--- src/rtl/sdram_pkg.sv ---
// Shared types for the SDRAM client request queue.
// req_t is the request record at the default widths (16-bit data, 24-bit address);
// the queue top builds its own record at its parameterised widths.
package sdram_pkg;

  localparam int DEF_DATA_W = 16;
  localparam int DEF_ADDR_W = 24;
  localparam int DEF_DQM_W  = 2;

  typedef enum logic [1:0] {
    IDLE  = 2'd0,
    ISSUE = 2'd1,
    WGAP  = 2'd2,
    RWAIT = 2'd3
  } state_t;

  typedef struct packed {
    logic                  we;
    logic [DEF_ADDR_W-1:0] addr;
    logic [DEF_DATA_W-1:0] wdata;
    logic [DEF_DQM_W-1:0]  dqm;
  } req_t;

endpackage

--- src/rtl/sdram_req_fifo.sv ---
// Synchronous request FIFO. DEPTH must be a power of two so the pointers wrap
// naturally. Push into a full FIFO and pop from an empty one are ignored.
module sdram_req_fifo
  import sdram_pkg::*;
#(
  parameter int  DEPTH = 4,
  parameter type T     = req_t
) (
  input  logic                     clk,
  input  logic                     rst,
  input  logic                     push,
  input  T                         din,
  input  logic                     pop,
  output T                         dout,
  output logic                     full,
  output logic                     empty,
  output logic [$clog2(DEPTH):0]   level
);

  localparam int AW = $clog2(DEPTH);
  localparam int LW = AW + 1;

  T              mem_q [DEPTH];
  T              mem_d [DEPTH];
  logic [AW-1:0] wr_ptr_q, wr_ptr_d;
  logic [AW-1:0] rd_ptr_q, rd_ptr_d;
  logic [LW-1:0] level_q, level_d;
  logic          do_push, do_pop;

  assign full  = (level_q == LW'(DEPTH));
  assign empty = (level_q == '0);
  assign level = level_q;
  assign dout  = mem_q[rd_ptr_q];

  // Next-state for storage, pointers and occupancy.
  always_comb begin
    mem_d    = mem_q;
    wr_ptr_d = wr_ptr_q;
    rd_ptr_d = rd_ptr_q;
    do_push  = push && !full;
    do_pop   = pop && !empty;
    if (do_push) begin
      mem_d[wr_ptr_q] = din;
      wr_ptr_d        = wr_ptr_q + AW'(1);
    end
    if (do_pop) rd_ptr_d = rd_ptr_q + AW'(1);
    level_d = level_q + LW'(do_push) - LW'(do_pop);
  end

  // FIFO state registers.
  always_ff @(posedge clk or posedge rst) begin
    if (rst) begin
      mem_q    <= '{default: '0};
      wr_ptr_q <= '0;
      rd_ptr_q <= '0;
      level_q  <= '0;
    end else begin
      mem_q    <= mem_d;
      wr_ptr_q <= wr_ptr_d;
      rd_ptr_q <= rd_ptr_d;
      level_q  <= level_d;
    end
  end

endmodule

--- src/rtl/sdram_req_queue.sv ---
// Client request queue in front of sdram_ctrl: buffers requests, issues them
// one at a time as app_req pulses, spaces writes by WR_GAP idle cycles and
// waits for app_rvalid after each read.
// Optional macro SDRAM_REQ_TIMEOUT_EN: abandon a read after RD_TIMEOUT cycles
// in RWAIT and answer it with rsp_err=1.
module sdram_req_queue
  import sdram_pkg::*;
#(
  parameter int DATA_W     = 16,
  parameter int ADDR_W     = 24,
  parameter int DQM_W      = (DATA_W / 8 < 1) ? 1 : DATA_W / 8,
  parameter int DEPTH      = 4,
  parameter int WR_GAP     = 8,
  parameter int RD_TIMEOUT = 64
) (
  input  logic                     clk,
  input  logic                     rst,
  input  logic                     req_valid,
  output logic                     req_ready,
  input  logic                     req_we,
  input  logic [ADDR_W-1:0]        req_addr,
  input  logic [DATA_W-1:0]        req_wdata,
  input  logic [DQM_W-1:0]         req_dqm,
  output logic                     rsp_valid,
  output logic [DATA_W-1:0]        rsp_data,
  output logic                     rsp_err,
  output logic                     app_req,
  output logic                     app_we,
  output logic [ADDR_W-1:0]        app_addr,
  output logic [DATA_W-1:0]        app_wdata,
  output logic [DQM_W-1:0]         app_dqm,
  input  logic [DATA_W-1:0]        app_rdata,
  input  logic                     app_rvalid,
  output logic [$clog2(DEPTH):0]   level
);

  // One counter serves both the write gap and the read timeout.
  localparam int CNT_MAX = (WR_GAP > RD_TIMEOUT) ? WR_GAP : RD_TIMEOUT;
  localparam int CW      = $clog2(CNT_MAX + 1);

  typedef struct packed {
    logic              we;
    logic [ADDR_W-1:0] addr;
    logic [DATA_W-1:0] wdata;
    logic [DQM_W-1:0]  dqm;
  } qreq_t;

  qreq_t fifo_din, fifo_head;
  logic  fifo_full, fifo_empty, fifo_push, fifo_pop;

  state_t            state_q, state_d;
  logic [CW-1:0]     cnt_q, cnt_d;
  logic              app_req_q, app_req_d;
  logic              app_we_q, app_we_d;
  logic [ADDR_W-1:0] app_addr_q, app_addr_d;
  logic [DATA_W-1:0] app_wdata_q, app_wdata_d;
  logic [DQM_W-1:0]  app_dqm_q, app_dqm_d;
  logic              rsp_valid_q, rsp_valid_d;
  logic [DATA_W-1:0] rsp_data_q, rsp_data_d;
`ifdef SDRAM_REQ_TIMEOUT_EN
  logic              rsp_err_q, rsp_err_d;
`endif

  assign req_ready = ~fifo_full;
  assign fifo_push = req_valid & req_ready;
  assign fifo_din  = '{we: req_we, addr: req_addr, wdata: req_wdata, dqm: req_dqm};

  sdram_req_fifo #(.DEPTH(DEPTH), .T(qreq_t)) u_fifo (
    .clk   (clk),
    .rst   (rst),
    .push  (fifo_push),
    .din   (fifo_din),
    .pop   (fifo_pop),
    .dout  (fifo_head),
    .full  (fifo_full),
    .empty (fifo_empty),
    .level (level)
  );

  // Issue FSM: next state, counter, app_* capture and read response.
  always_comb begin
    state_d     = state_q;
    cnt_d       = cnt_q;
    fifo_pop    = 1'b0;
    app_req_d   = 1'b0;
    app_we_d    = app_we_q;
    app_addr_d  = app_addr_q;
    app_wdata_d = app_wdata_q;
    app_dqm_d   = app_dqm_q;
    rsp_valid_d = 1'b0;
    rsp_data_d  = rsp_data_q;
`ifdef SDRAM_REQ_TIMEOUT_EN
    rsp_err_d   = rsp_err_q;
`endif
    case (state_q)
      IDLE: begin
        if (!fifo_empty) begin
          fifo_pop    = 1'b1;
          app_req_d   = 1'b1;
          app_we_d    = fifo_head.we;
          app_addr_d  = fifo_head.addr;
          app_wdata_d = fifo_head.wdata;
          app_dqm_d   = fifo_head.dqm;
          state_d     = ISSUE;
        end
      end
      ISSUE: begin
        if (app_we_q) begin
          state_d = WGAP;
          cnt_d   = CW'(WR_GAP);
        end else begin
          state_d = RWAIT;
          cnt_d   = '0;
        end
      end
      WGAP: begin
        cnt_d = cnt_q - CW'(1);
        if (cnt_q == CW'(1)) state_d = IDLE;
      end
      RWAIT: begin
        if (app_rvalid) begin
          rsp_valid_d = 1'b1;
          rsp_data_d  = app_rdata;
`ifdef SDRAM_REQ_TIMEOUT_EN
          rsp_err_d   = 1'b0;
`endif
          state_d     = IDLE;
        end
`ifdef SDRAM_REQ_TIMEOUT_EN
        else if (cnt_q == CW'(RD_TIMEOUT - 1)) begin
          rsp_valid_d = 1'b1;
          rsp_data_d  = '0;
          rsp_err_d   = 1'b1;
          state_d     = IDLE;
        end else begin
          cnt_d = cnt_q + CW'(1);
        end
`endif
      end
      default: state_d = IDLE;
    endcase
  end

  // FSM and output registers; reset drops any in-flight request.
  always_ff @(posedge clk or posedge rst) begin
    if (rst) begin
      state_q     <= IDLE;
      cnt_q       <= '0;
      app_req_q   <= 1'b0;
      app_we_q    <= 1'b0;
      app_addr_q  <= '0;
      app_wdata_q <= '0;
      app_dqm_q   <= '0;
      rsp_valid_q <= 1'b0;
      rsp_data_q  <= '0;
    end else begin
      state_q     <= state_d;
      cnt_q       <= cnt_d;
      app_req_q   <= app_req_d;
      app_we_q    <= app_we_d;
      app_addr_q  <= app_addr_d;
      app_wdata_q <= app_wdata_d;
      app_dqm_q   <= app_dqm_d;
      rsp_valid_q <= rsp_valid_d;
      rsp_data_q  <= rsp_data_d;
    end
  end

`ifdef SDRAM_REQ_TIMEOUT_EN
  // Error flag register, present only with the timeout feature.
  always_ff @(posedge clk or posedge rst) begin
    if (rst) rsp_err_q <= 1'b0;
    else     rsp_err_q <= rsp_err_d;
  end
  assign rsp_err = rsp_err_q;
`else
  assign rsp_err = 1'b0;
`endif

  assign app_req   = app_req_q;
  assign app_we    = app_we_q;
  assign app_addr  = app_addr_q;
  assign app_wdata = app_wdata_q;
  assign app_dqm   = app_dqm_q;
  assign rsp_valid = rsp_valid_q;
  assign rsp_data  = rsp_data_q;

endmodule

--- config.mk ---
export PLATFORM = sky130hd
export DESIGN_NAME = sdram_req_queue
export DESIGN_NICKNAME = d
export VERILOG_FILES = /design/src/rtl/sdram_pkg.sv /design/src/rtl/sdram_req_fifo.sv /design/src/rtl/sdram_req_queue.sv
export SDC_FILE = /design/constraint.sdc
export NUM_CORES = 1
export LEC_CHECK = 0
export BUFFER_PORTS_ARGS = -buffer_cell sky130_fd_sc_hd__buf_2
export CORE_MARGIN = 2
export CORE_UTILIZATION = 35
export DETAILED_ROUTE_END_ITERATION = 12
export PLACE_DENSITY_LB_ADDON = 0.15
export SLEW_MARGIN = 20
export SYNTH_ARGS = -nofsm -noshare
export SYNTH_HDL_FRONTEND = slang
export SYNTH_HIERARCHICAL = 1
export SYNTH_SLANG_ARGS = --single-unit
--- constraint.sdc ---
create_clock -name clk -period 5.4 [get_ports clk]
set_clock_uncertainty 0.2 [all_clocks]
set_input_delay 0.81 -clock clk [delete_from_list [all_inputs] [get_ports clk]]
set_output_delay 0.81 -clock clk [all_outputs]
set_load 0.02 [all_outputs]
* Word-level counts from Yosys, hierarchy flattened
Cells that the tools add are included.
** Word-level totals
- Register bits after elaboration :: 249
- Bits of input ports :: 63
- Output and inout bits :: 66
- Logic and storage cells :: 77
** Operators by class
- Add/subtract/negate cells :: 5
- Order comparisons :: 3
- Equality and inequality tests :: 8
- Mux-type cells :: 17
- Bitwise gates (word level) :: 5
- Reductions and logical operators :: 11
** Operator list (count)
- bitwise mux 172 bit :: 1
- two-way mux 43 bit :: 3
- binary-select mux 43 bit (select 2 bit) :: 1
- demux 43 bit (select 2 bit) :: 1
- case mux 7 bit (2 select lines) :: 1
- case mux 2 bit (4 select lines) :: 1
- == test 7 x 1 -> 1 bit, second input constant :: 1
- subtractor 7 x 1 -> 7 bit, second input constant :: 1
- greater-or-equal comparator 3 bit, second input constant :: 2
- two-way mux 2 bit :: 3
- != test 2 bit, second input constant :: 3
- inverter 2 -> 3 bit :: 2
- two-way mux 1 bit :: 5
- adder 2 x 1 -> 2 bit, second input constant :: 2
- == test 2 bit, second input constant :: 2
- two-way mux 4 bit :: 1
- AND reduction 2 bit :: 2
- adder 3 x 1 -> 3 bit :: 1
- == test 3 bit, second input constant :: 1
- logical AND 1 bit :: 3
- logical NOT 3 bit :: 1
- < comparator 3 x 1 -> 1 bit, second input constant :: 1
- AND reduction 3 bit :: 1
- subtractor 3 x 1 -> 3 bit :: 1
- 6 further kinds :: 8

* Logic depth before layout (Yosys ltp)
Gate-level depths: netlist (run 1).
- Word-level depth :: 6
- Depth in mapped cells :: 12
- Gate-level depth less buffers :: 10

* Modules after synthesis
Netlist (run 1), hierarchy kept.
** By module, submodules not included
- sdram_req_fifo :: times used 1, cells each 455, area each 8609.5 sq um, seq. area each 4479.3 sq um
- sdram_req_queue :: times used 1, cells each 186, area each 2806.4 sq um, seq. area each 1751.7 sq um

* Worst setup path after synthesis (run 1)
No wires, ideal clock.
- Path kind :: reg2reg
- Start :: reg u_fifo.level_q[1] (netlist: u_fifo/level[1])
- End :: reg u_fifo.level_q[2] (netlist: u_fifo/level[2])
- Setup time :: 0.123 ns
- Arrival time :: 2.553 ns
- Required time :: 5.077 ns
- Path slack :: 2.524 ns
- Cell stages (with the launch flop) :: 13
- Path buffers :: 2
- Clock period less this slack :: 2.876 ns
- Cells stage by stage :: dfrtp_1 -> or2_2 -> nor2_1 -> nor2b_1 -> buf_2 -> buf_2 -> o21a_1 -> ha_1 -> inv_1 -> ha_1 -> fa_1 -> xnor2_1 -> xnor2_1
** Between the ends
- Elaborated cells between the ends (all ways) :: 12
- Classes of those cells :: add/sub (2); eq/ne (1); mux (2); bitwise (2); reduce/logical (5)
** RTL lines
- start, declared :: line sdram_req_fifo.sv:27 : logic [LW-1:0] level_q, level_d;
- start signal, assigned :: line sdram_req_fifo.sv:61 : level_q <= level_d;
- logical NOT 3 bit :: line sdram_req_fifo.sv:31 : assign empty = (level_q == '0);
- named net fifo_empty :: line sdram_req_queue.sv:49 : logic fifo_full, fifo_empty, fifo_push, fifo_pop;
- two-way mux 1 bit (2 in a row)
- named net app_req_d :: line sdram_req_queue.sv:53 : logic app_req_q, app_req_d;
- logical AND 1 bit :: line sdram_req_fifo.sv:41 : do_pop = pop && !empty;
- named net u_fifo.do_pop :: line sdram_req_fifo.sv:28 : logic do_push, do_pop;
- subtractor 3 x 1 -> 3 bit :: line sdram_req_fifo.sv:47 : level_d = level_q + LW'(do_push) - LW'(do_pop);
- named net u_fifo.level_d[2] :: line sdram_req_fifo.sv:27
The timed path passes the listed nets, and every way through them passes these cells.
A chain may end at the register's enable or synchronous reset.

* Final worst setup path (run 1)
- Start :: reg u_fifo.level_q[1] (netlist: u_fifo/level[1])
- End :: reg u_fifo.level_q[2] (netlist: u_fifo/level[2])
** Between the ends
- Elaborated cells between the ends (all ways) :: 12
- Classes of those cells :: add/sub (2); eq/ne (1); mux (2); bitwise (2); reduce/logical (5)
** RTL lines
- logical NOT 3 bit (*) :: line sdram_req_fifo.sv:31
- named net fifo_empty :: line sdram_req_queue.sv:49
- two-way mux 1 bit :: line sdram_req_queue.sv:97 : if (!fifo_empty) begin
- two-way mux 1 bit :: line sdram_req_queue.sv:95 : case (state_q)
- logical AND 1 bit (*) :: line sdram_req_fifo.sv:41
- named net u_fifo.do_pop :: line sdram_req_fifo.sv:28
- subtractor 3 x 1 -> 3 bit (*) :: line sdram_req_fifo.sv:47
- named net u_fifo.level_d[2] :: line sdram_req_fifo.sv:27
The timed path passes the listed nets; every way through them passes the cells marked *.

==> results.sh, run 1 <==
export IMPL_tightest_slew_ps=1060
export IMPL_post_cts_buffers=0
export IMPL_crit_family="adder cells"
export IMPL_crit_buf_inv=2
export IMPL_drc=0
export IMPL_cp_max_fo=46
export IMPL_max_cap_viol_count=0
export IMPL_yosysWarnings=6
export IMPL_worst_endpoint_required_ps=5660
export IMPL_clock_path_buffers=3
export IMPL_grt_overflow_total=0
export IMPL_cts_made_buffers=28
export IMPL_clk_pin_slew_ps=60
export IMPL_clock_sinks=249
export IMPL_htree_levels=1
export IMPL_ios=129
export IMPL_yosysSeqAreaShare_pct=54.6
export IMPL_dieWidth_um=185
export IMPL_synth_mux_area_share_pct=36.9
export IMPL_post_cts_resized=0
export IMPL_final_common_cell="dfrtp_1"
export IMPL_synth_async_sr_flop_share_pct=100
export IMPL_endpoint_kind="flop"
export IMPL_place_area_um2=12300
export IMPL_cp_data_arrival_time_ps=3540
export IMPL_worstSetupStartpointType="flop"
export IMPL_synthXorXnorAreaFrac_pct=0.460
export IMPL_grt_pass1_vias=6689
export IMPL_synth_cells=641
export IMPL_slew_violations=0
export IMPL_yosys_area_share_adder_pct=1.49
export IMPL_synth_simple_area_share_pct=1.56
export IMPL_antenna_found_initial=4
export IMPL_crit_slowest_cell="dfrtp_1"
export IMPL_dieArea_um2=34100
export IMPL_min_path_type="in2async"
export IMPL_layout_cells_most_common_list="247 x dfrtp_1, 160 x mux2_4, 127 x buf_2"
export IMPL_power_density_nw_per_um2=694
export IMPL_syn_nets=717
export IMPL_pre_cts_slack_ps=2110
export IMPL_avgRoutedWirePerCell_um=20.2
export IMPL_finalSetupViolations=0
export IMPL_ant_nets=0
export IMPL_drt_iter0_drc=240
export IMPL_fin_tns_setup_ps=0
export IMPL_n_fill_cell=2931
export IMPL_period_share_pct=60.7
export IMPL_vias=5843
export IMPL_whs_ps=229
export IMPL_synth_seq_cells=249
export IMPL_syn_to_final_growth_pct=15.8
export IMPL_cts_root_buf="clkbuf_16"
export IMPL_synth_top_family_by_area="multiplexers"
export IMPL_postLayoutCellArea_um2=13200
export IMPL_avgSynthCellArea_um2=17.8
export IMPL_synth_main_ff_cell="dfrtp_1"
export IMPL_grt_usage_pct=15.2
export IMPL_start_util_pct=35.4
export IMPL_regArea_um2=6240
export IMPL_dp_hpwl_um=14800
export IMPL_cp_cell_sequence="or2_2 > nor2_1 > nor2b_4 > buf_4 > o21a_1 > ha_1 > inv_1 > ha_1 > fa_1 > xnor2_1 > xnor2_1"
export IMPL_first_pass_iters=4
export IMPL_synth_distinct_cells=41
export IMPL_drt_total_wl_um=24900
export IMPL_worstSetupPathType="reg2reg"
export IMPL_period_minus_slack_ps=3280
export IMPL_rows=66
export IMPL_syn_area_um2=11400
export IMPL_slew_headroom_pct=29.3
export IMPL_via_per_inst=4.75
export IMPL_fmax_ghz=0.305
export IMPL_status="complete, no violations"
export IMPL_grt_max_degree=180
export IMPL_multiInputGateArea_um2=4730
export IMPL_tritoncts="yes"
export IMPL_synth_compound_area_share_pct=0.811
export IMPL_io_buffers=127
export IMPL_grt_first_pass_wirelength_um=39900
export IMPL_leakage_uw=0.00599
export IMPL_fin_ws_ps=2120
export IMPL_rsz0062_at_grt="false"
export IMPL_die_y_um=185
export IMPL_cts_hold_buf=0
export IMPL_clock_latency_ps=540
export IMPL_ir_worst_vdd_uv=315
export IMPL_synth_edf_count=0
export IMPL_report_power_total_uw=9170
export IMPL_layout_drive_gt1_share_pct=59.2
export IMPL_core_area_um2=32300
export IMPL_final_hold_violation_count=0
export IMPL_fin_nets=842
export IMPL_place_congestion=0.713
export IMPL_slowest_delay_ps=430
==> metal layers <==
layer | part of all wire [%] | global-route usage [%] | up-vias
met5 | 0.092 | 0 | -
met4 | 1.9 | 3.81 | 4
met3 | 4.9 | 3.00 | 44
met2 | 48 | 25.1 | 121
met1 | 45 | 20.4 | 3096
li1 | - | - | 2578
==> kinds of logic after synthesis <==
group,after synthesis
buffers and inverters,54
adders and majority gates,13
other,1
AOI/OAI and AO/OA,13
muxes,278
xor gates and xnor gates,6
DFF,249
and+or+nand+nor,27
==> worst paths after layout <==
| check | from | to | slack [ps] | cells after the start |
|---|---|---|---|---|
| max | u_fifo/level[1]$_DFF_PP0_ | u_fifo/level[2]$_DFF_PP0_ | 2120 | 11 |
| min | rst | app_addr[2]$_DFFE_PP0P_ | 230 | 2 |
| max reg2reg | u_fifo/level[1]$_DFF_PP0_ | u_fifo/level[2]$_DFF_PP0_ | 2120 | 11 |
| min reg2reg | rsp_data[15]$_DFFE_PP0P_ | rsp_data[15]$_DFFE_PP0P_ | 300 | 1 |
| max in group asynchronous | rst | app_addr[18]$_DFFE_PP0P_ | 3790 | 3 |
| min in group clk | rsp_data[15]$_DFFE_PP0P_ | rsp_data[15]$_DFFE_PP0P_ | 300 | 1 |
==> state kept, by name (all words and copies together), names as in the netlist, 2 cells and up <==
signal,cells
rsp_data,16
app_wdata,16
cnt_q,7
app_addr,24
u_fifo/wr_ptr_q,2
app_dqm,2
u_fifo/rd_ptr_q,2
u_fifo/level,3
u_fifo/mem_q,172
state_q,2
==> worst register-to-register path, stage by stage (launching register included) <==
cell and delay (ps):
dfrtp_1 430, or2_2 340, nor2_1 370, nor2b_4 60
buf_4 350, o21a_1 250, ha_1 280, inv_1 40
ha_1 180, fa_1 390, xnor2_1 180, xnor2_1 130
==> cells in the mapped netlist (2+ instances only) <==
master    number  share of area [%]
a21oi_1        2              0.088
and2b_1        2               0.13
and3_1         3               0.16
buf_12        12                2.1
buf_2         11               0.48
buf_6          8               0.79
clkbuf_1       5               0.16
dfrtp_1      249                 55
ha_1          12                1.3
inv_1         17               0.56
mux2_2        73                7.2
mux2_4       160                 21
mux2i_1        2               0.18
mux4_2        43                8.5
nand2_1        5               0.16
nand2b_1       2               0.11
nor2_1         3              0.099
nor2b_1        2               0.11
nor3_1         2              0.088
o21ai_0        3               0.13
xnor2_1        4               0.31
xor2_1         2               0.15
==> cell type report <==
cell class / instances / share of cell area [%]
Sequential cell: 249 / 47.2
Multi-Input combinational cell: 338 / 35.8
Clock inverter: 11 / 0.795
Inverter: 17 / 0.520
Timing Repair Buffer: 132 / 5.34
Clock buffer: 40 / 6.18
Tap cell: 442 / 4.18
Antenna cell: 2 / 0.0379
==> stage by stage <==
step,cells,utilization (%)
after floorplan,641,-
after global placement,1177,38.0
after detailed placement,1177,38.0
after CTS,1228,40.9
after global routing,1229,40.9
final,1231,41.0
==> report_power, final <==
part           internal (uW)  total (uW)  switching, uW
Sequential              2840        3470            635
Combinational           2300        3820           1520
Clock                   1140        1880            741
Note: power is estimated with default switching activity, not from simulation.
==> run 2, diff against run 1 <==
ABC_AREA = 1   (was unset)
clock period = 3.2 ns   (was 5.4 ns; I/O delays follow)
==> run 2 against run 1 <==
Against the previous run: synthesized area is 3.0% higher; worst setup slack got worse by 1700 ps; combinational power increased by 72%; utilization is 1.3 points higher; final cell count increased by 64%; critical endpoint is now u_fifo/mem_q[67]$_DFFE_PP0P_; largest power group unchanged.
==> results.sh, run 2 <==
export IMPL_status="complete, no violations"
export IMPL_drc=0
export IMPL_largest_reg_flops=172
export IMPL_final_common_cell="nand2_1"
export IMPL_layout_drive_gt1_share_pct=14.4
export IMPL_dieArea_um2=35100
export IMPL_dpl_cell_count=1927
export IMPL_fin_cells=2021
export IMPL_worst_endpoint_required_ps=3440
export IMPL_rows=67
export IMPL_io_buffers=127
export IMPL_grt_overflow_total=0
export IMPL_yosysWarnings=6
export IMPL_synth_async_sr_flop_share_pct=100
export IMPL_htree_levels=1
export IMPL_grt_usage_pct=20.1
export IMPL_fin_ws_ps=464
export IMPL_layout_cells_most_common_list="559 x nand2_1, 248 x dfrtp_1, 173 x nand4_1"
export IMPL_finalSetupViolations=0
export IMPL_synth_edf_count=0
export IMPL_clock_path_buffers=3
export IMPL_max_cap_viol_count=0
export IMPL_rsz0062_at_grt="false"
export IMPL_synth_area_leaders="dfrtp_1 53%, nand2_1 18%, nand4_1 9.2%, o21ai_0 4.6%, nor2_1 4.4%"
export IMPL_final_hold_violation_count=0
export IMPL_synth_top_area_cell="dfrtp_1"
export IMPL_syn_area_um2=11800
export IMPL_fmax_ghz=0.366
export IMPL_top_register="u_fifo/mem_q"
export IMPL_report_power_total_uw=15400
export IMPL_leakage_uw=0.00728
export IMPL_yosysSeqAreaShare_pct=53.0
export IMPL_syn_to_final_growth_pct=19.5
export IMPL_cts_root_buf="clkbuf_16"
export IMPL_cts_made_buffers=30
export IMPL_core_area_um2=33300
export IMPL_clk_pin_slew_ps=60
export IMPL_pre_cts_slack_ps=455
export IMPL_grt_pass1_vias=10100
export IMPL_synthTopCellsByCount="559 x nand2_1, 249 x dfrtp_1, 173 x nand4_1"
export IMPL_synth_distinct_cells=28
export IMPL_dieWidth_um=187
export IMPL_first_pass_iters=5
export IMPL_ir_worst_vdd_uv=518
export IMPL_die_y_um=187
export IMPL_post_cts_resized=0
export IMPL_yosysTopAreaCellShare_pct=53.0
export IMPL_avgSynthCellArea_um2=8.18
export IMPL_post_cts_buffers=0
export IMPL_synth_main_ff_cell="dfrtp_1"
export IMPL_fin_util_pct=42.2
export IMPL_period_share_pct=85.5
export IMPL_slew_headroom_pct=37.5
export IMPL_synth_cells=1438
export IMPL_drt_total_wl_um=34700
export IMPL_cp_data_arrival_time_ps=2980
export IMPL_period_minus_slack_ps=2740
export IMPL_fin_nets=1624
export IMPL_dp_hpwl_um=19300
export IMPL_start_util_pct=35.3
export IMPL_synth_most_common_cell="nand2_1"
export IMPL_endpoint_kind="flop"
export IMPL_ios=129
export IMPL_worstSetupStartpointType="flop"
export IMPL_min_path_type="in2reg"
export IMPL_tightest_slew_ps=936
export IMPL_clock_sinks=249
export IMPL_cp_max_fo=78
export IMPL_syn_nets=1514
export IMPL_tritoncts="yes"
export IMPL_grt_first_pass_wirelength_um=57100
export IMPL_fin_tns_setup_ps=0
export IMPL_n_fill_cell=3438
export IMPL_power_density_nw_per_um2=1090
export IMPL_drt_iter0_drc=699
export IMPL_synth_seq_cells=249
export IMPL_via_per_inst=5.02
export IMPL_clock_latency_ps=560
export IMPL_grt_max_degree=125
export IMPL_slew_violations=0
export IMPL_worstSetupPathType="reg2reg"
export IMPL_antenna_found_initial=2
export IMPL_ant_nets=0
export IMPL_vias=10200
export IMPL_avgRoutedWirePerCell_um=17.2
export IMPL_place_congestion=0.742
run 2: logic make-up (layout without fill, tap and decap cells):
group | after synthesis | after routing | share of synthesized area [%]
AO/OA/AOI/OAI | 139 | 139 | 5.96
buffers and inverters | 147 | 280 | 6.97
XOR/XNOR | 1 | 1 | 0.0745
AND/OR/NAND/NOR | 888 | 888 | 32.5
other | 1 | 3 | 0.0319
adder cells (fa/ha/maj) | 13 | 13 | 1.45
flip-flops | 249 | 249 | 53.0
run 2: final cells by class:
class / instances / area (um2) / area share [%]
antenna: 2 / 5.00 / 0.0356
clock buffer: 50 / 977 / 6.95
clock inverter: 5 / 50.0 / 0.356
inverter: 33 / 129 / 0.917
multi-input combinational: 1042 / 4730 / 33.7
sequential: 249 / 6230 / 44.4
tap: 448 / 561 / 3.99
timing repair buffer: 192 / 1370 / 9.72
run 2: metal layers:
layer | vias to the layer above | wire [um] | global-route usage, %
met5 | - | 0 | 0
met3 | 36 | 1470 | 2.59
met1 | 4933 | 16600 | 28.6
li1 | 4963 | - | -
met2 | 218 | 16200 | 32.9
met4 | 0 | 480 | 3.97
run 2: worst max-delay path: stages (launching register included):
cell     delay [ps]
dfrtp_1         410
nor2_2          100
nand2_8         140
buf_4           680
nand3_2         570
buf_12          360
nand2_1          80
nand2_1          40
run 2: repair_timing:
item	in CTS	in global routing
hold buffers	37	0
hold endpoints to repair	113	0
endpoints found under the setup margin	0	0
run 2: power by group:
part           internal, uW  switching (uW)
logic                  2030            4550
clock network          2140            1340
registers              4590             727
total                  8750            6620
run 2: path summary, 6_finish.rpt:
check	end	from	cells after the start	slack (ps)
max in group asynchronous	u_fifo/mem_q[60]$_DFFE_PP0P_	rst	4	1570
hold / removal	u_fifo/mem_q[31]$_DFFE_PP0P_	req_addr[13]	3	20
setup / recovery	u_fifo/mem_q[67]$_DFFE_PP0P_	u_fifo/level[1]$_DFF_PP0_	7	460
setup reg to reg	u_fifo/mem_q[67]$_DFFE_PP0P_	u_fifo/level[1]$_DFF_PP0_	7	460
min in group asynchronous	app_dqm[0]$_DFFE_PP0P_	rst	3	300
hold reg to reg	app_addr[19]$_DFFE_PP0P_	app_addr[19]$_DFFE_PP0P_	2	260
run 2: through the flow:
step / area (um2) / hold slack, ps
final: 14100 / 18.0
after global routing: 14100 / 0.336
after CTS: 14100 / 0.0811
after detailed placement: 12700 / 253
after global placement: 12700 / 247
after floorplan: 11800 / 237
==> run 3, diff against run 2 <==
CORE_MARGIN = 10   (was 2)
==> run 3 against run 2 <==
Against the previous run: highest routed layer is now met5; final cell count down 0.74%; routed wire length grew 2.8%; sequential cell count unchanged; register-to-register slack improved by 250 ps; largest power group unchanged.
==> results.sh, run 3 (synthesized netlist as in run 2, its figures left out) <==
export IMPL_status="complete, no violations"
export IMPL_antenna_found_initial=2
export IMPL_fmax_ghz=0.402
export IMPL_report_power_total_uw=15100
export IMPL_cp_common_cell="inv_1"
export IMPL_syn_to_final_growth_pct=17.1
export IMPL_period_minus_slack_ps=2490
export IMPL_dpl_cell_count=1929
export IMPL_regArea_um2=6230
export IMPL_fin_nets=1612
export IMPL_rows=67
export IMPL_pre_cts_slack_ps=708
export IMPL_fin_ws_ps=715
export IMPL_vias=10000
export IMPL_leakage_uw=0.00717
export IMPL_endpoint_kind="flop"
export IMPL_period_share_pct=77.7
export IMPL_slowest_delay_ps=410
export IMPL_swShare_pct=43.7
export IMPL_pwr_share_comb_pct=43.0
export IMPL_layout_drive_gt1_share_pct=14.4
export IMPL_power_internal_uw=8510
export IMPL_cp_cell_sequence="nor2_2 > nand2_1 > inv_1 > nor2_4 > nand2_1 > inv_1 > ha_1 > inv_1 > ha_1 > fa_1 > xnor2_1"
export IMPL_worst_endpoint_required_ps=3430
export IMPL_drc=0
export IMPL_ios=129
export IMPL_dieArea_um2=41300
export IMPL_htree_levels=1
export IMPL_dieWidth_um=203
export IMPL_place_congestion=0.733
export IMPL_slew_headroom_pct=41.3
export IMPL_io_buffers=127
export IMPL_power_density_nw_per_um2=1100
export IMPL_cts_root_buf="clkbuf_16"
export IMPL_start_util_pct=35.2
export IMPL_via_per_inst=4.99
export IMPL_slew_violations=0
export IMPL_cts_made_buffers=29
export IMPL_clock_latency_ps=540
export IMPL_drt_iter0_drc=787
export IMPL_ir_worst_vdd_uv=573
export IMPL_clock_path_buffers=3
export IMPL_switching_power_uw=6600
export IMPL_min_path_type="in2reg"
export IMPL_worstSetupPathType="reg2reg"
export IMPL_n_fill_cell=3492
export IMPL_post_cts_resized=0
export IMPL_max_cap_viol_count=0
export IMPL_dp_hpwl_um=20400
export IMPL_cp_data_arrival_time_ps=2720
export IMPL_diodes=0
export IMPL_clk_pin_slew_ps=60
export IMPL_final_hold_violation_count=0
export IMPL_grt_pass1_vias=10100
export IMPL_drt_total_wl_um=35700
export IMPL_p_clk_share_pct=21.3
export IMPL_rsz0062_at_grt="false"
export IMPL_grt_max_degree=179
export IMPL_tightest_slew_ps=880
export IMPL_final_common_cell="nand2_1"
export IMPL_p_seq_share_pct=35.7
export IMPL_grt_first_pass_wirelength_um=57600
export IMPL_finalSetupViolations=0
export IMPL_die_y_um=203
export IMPL_first_pass_iters=5
export IMPL_multiInputGateArea_um2=4730
export IMPL_tritoncts="yes"
export IMPL_avgRoutedWirePerCell_um=17.8
export IMPL_clock_sinks=249
export IMPL_ant_nets=0
export IMPL_fin_tns_setup_ps=0
export IMPL_fin_cells=2006
export IMPL_worstSetupStartpointType="flop"
export IMPL_layout_cells_most_common_list="559 x nand2_1, 248 x dfrtp_1, 173 x nand4_1"
export IMPL_largest_reg_flops=172
export IMPL_top_register="u_fifo/mem_q"
export IMPL_crit_slowest_cell="dfrtp_1"
export IMPL_grt_usage_pct=17.0
export IMPL_cp_max_fo=4
export IMPL_grt_overflow_total=0
export IMPL_core_area_um2=33400
-- run 3: layout make-up --
| cell class | count | area share [%] |
|---|---|---|
| flip-flops and latches | 249 | 45.3 |
| repair buffers | 181 | 8.63 |
| well taps | 448 | 4.07 |
| clock buffers | 43 | 6.16 |
| multi-input cells | 1042 | 34.4 |
| inverters | 33 | 0.936 |
| clock inverters | 10 | 0.572 |
-- run 3: worst paths after layout --
check | start | to | slack, ps | depth (start not counted)
max in group asynchronous | rst | app_addr[1]$_DFFE_PP0P_ | 1640 | 4
max reg2reg | u_fifo/level[1]$_DFF_PP0_ | u_fifo/level[2]$_DFF_PP0_ | 710 | 11
min in group asynchronous | rst | app_dqm[0]$_DFFE_PP0P_ | 400 | 3
max | u_fifo/level[1]$_DFF_PP0_ | u_fifo/level[2]$_DFF_PP0_ | 710 | 11
min | req_addr[7] | u_fifo/mem_q[154]$_DFFE_PP0P_ | 20 | 3
min reg2reg | u_fifo/mem_q[98]$_DFFE_PP0P_ | u_fifo/mem_q[98]$_DFFE_PP0P_ | 260 | 2
-- run 3: critical path, delay by kind of cell, from the launching register on --
family                   cells  cell delay [ps]
buffers and inverters        3              230
AND/OR/NAND/NOR              4              560
flip-flops                   1              410
XOR/XNOR                     1              140
adder cells (fa/ha/maj)      3              810
-- run 3: power groups by stage --
| stage | Combinational [uW] | Sequential [uW] | Clock, uW |
|---|---|---|---|
| final | 6500 | 5390 | 3210 |
| after global placement | 6500 | 5400 | 0 |
| after CTS | 6620 | 5400 | 3300 |
| after global routing | 7430 | 5580 | 3430 |
| after detailed placement | 6580 | 5440 | 0 |
| after floorplan | 4370 | 5650 | 0 |
-- run 3: layer usage --
layer | track usage, % | vias up | wire length, um
li1 | - | 4921 | -
met1 | 23.8 | 4787 | 16700
met2 | 27.4 | 256 | 16500
met3 | 2.52 | 34 | 1910
met4 | 3.73 | 4 | 503
met5 | 0 | - | 27
-- run 3: through the flow --
stage	utilization, %	cell area (um2)	hold WS, ps
after floorplan	-	11800	237
after global placement	37.8	12600	248
after detailed placement	37.8	12600	253
after CTS	41.3	13800	0.372
after global routing	41.3	13800	10.6
final	41.3	13800	23.6
-- run 3: timing repair --
item	in CTS	in global routing
hold buffers	24	0
buffers inserted	0	0
endpoints found under the setup margin	0	0
hold endpoints to repair	133	0
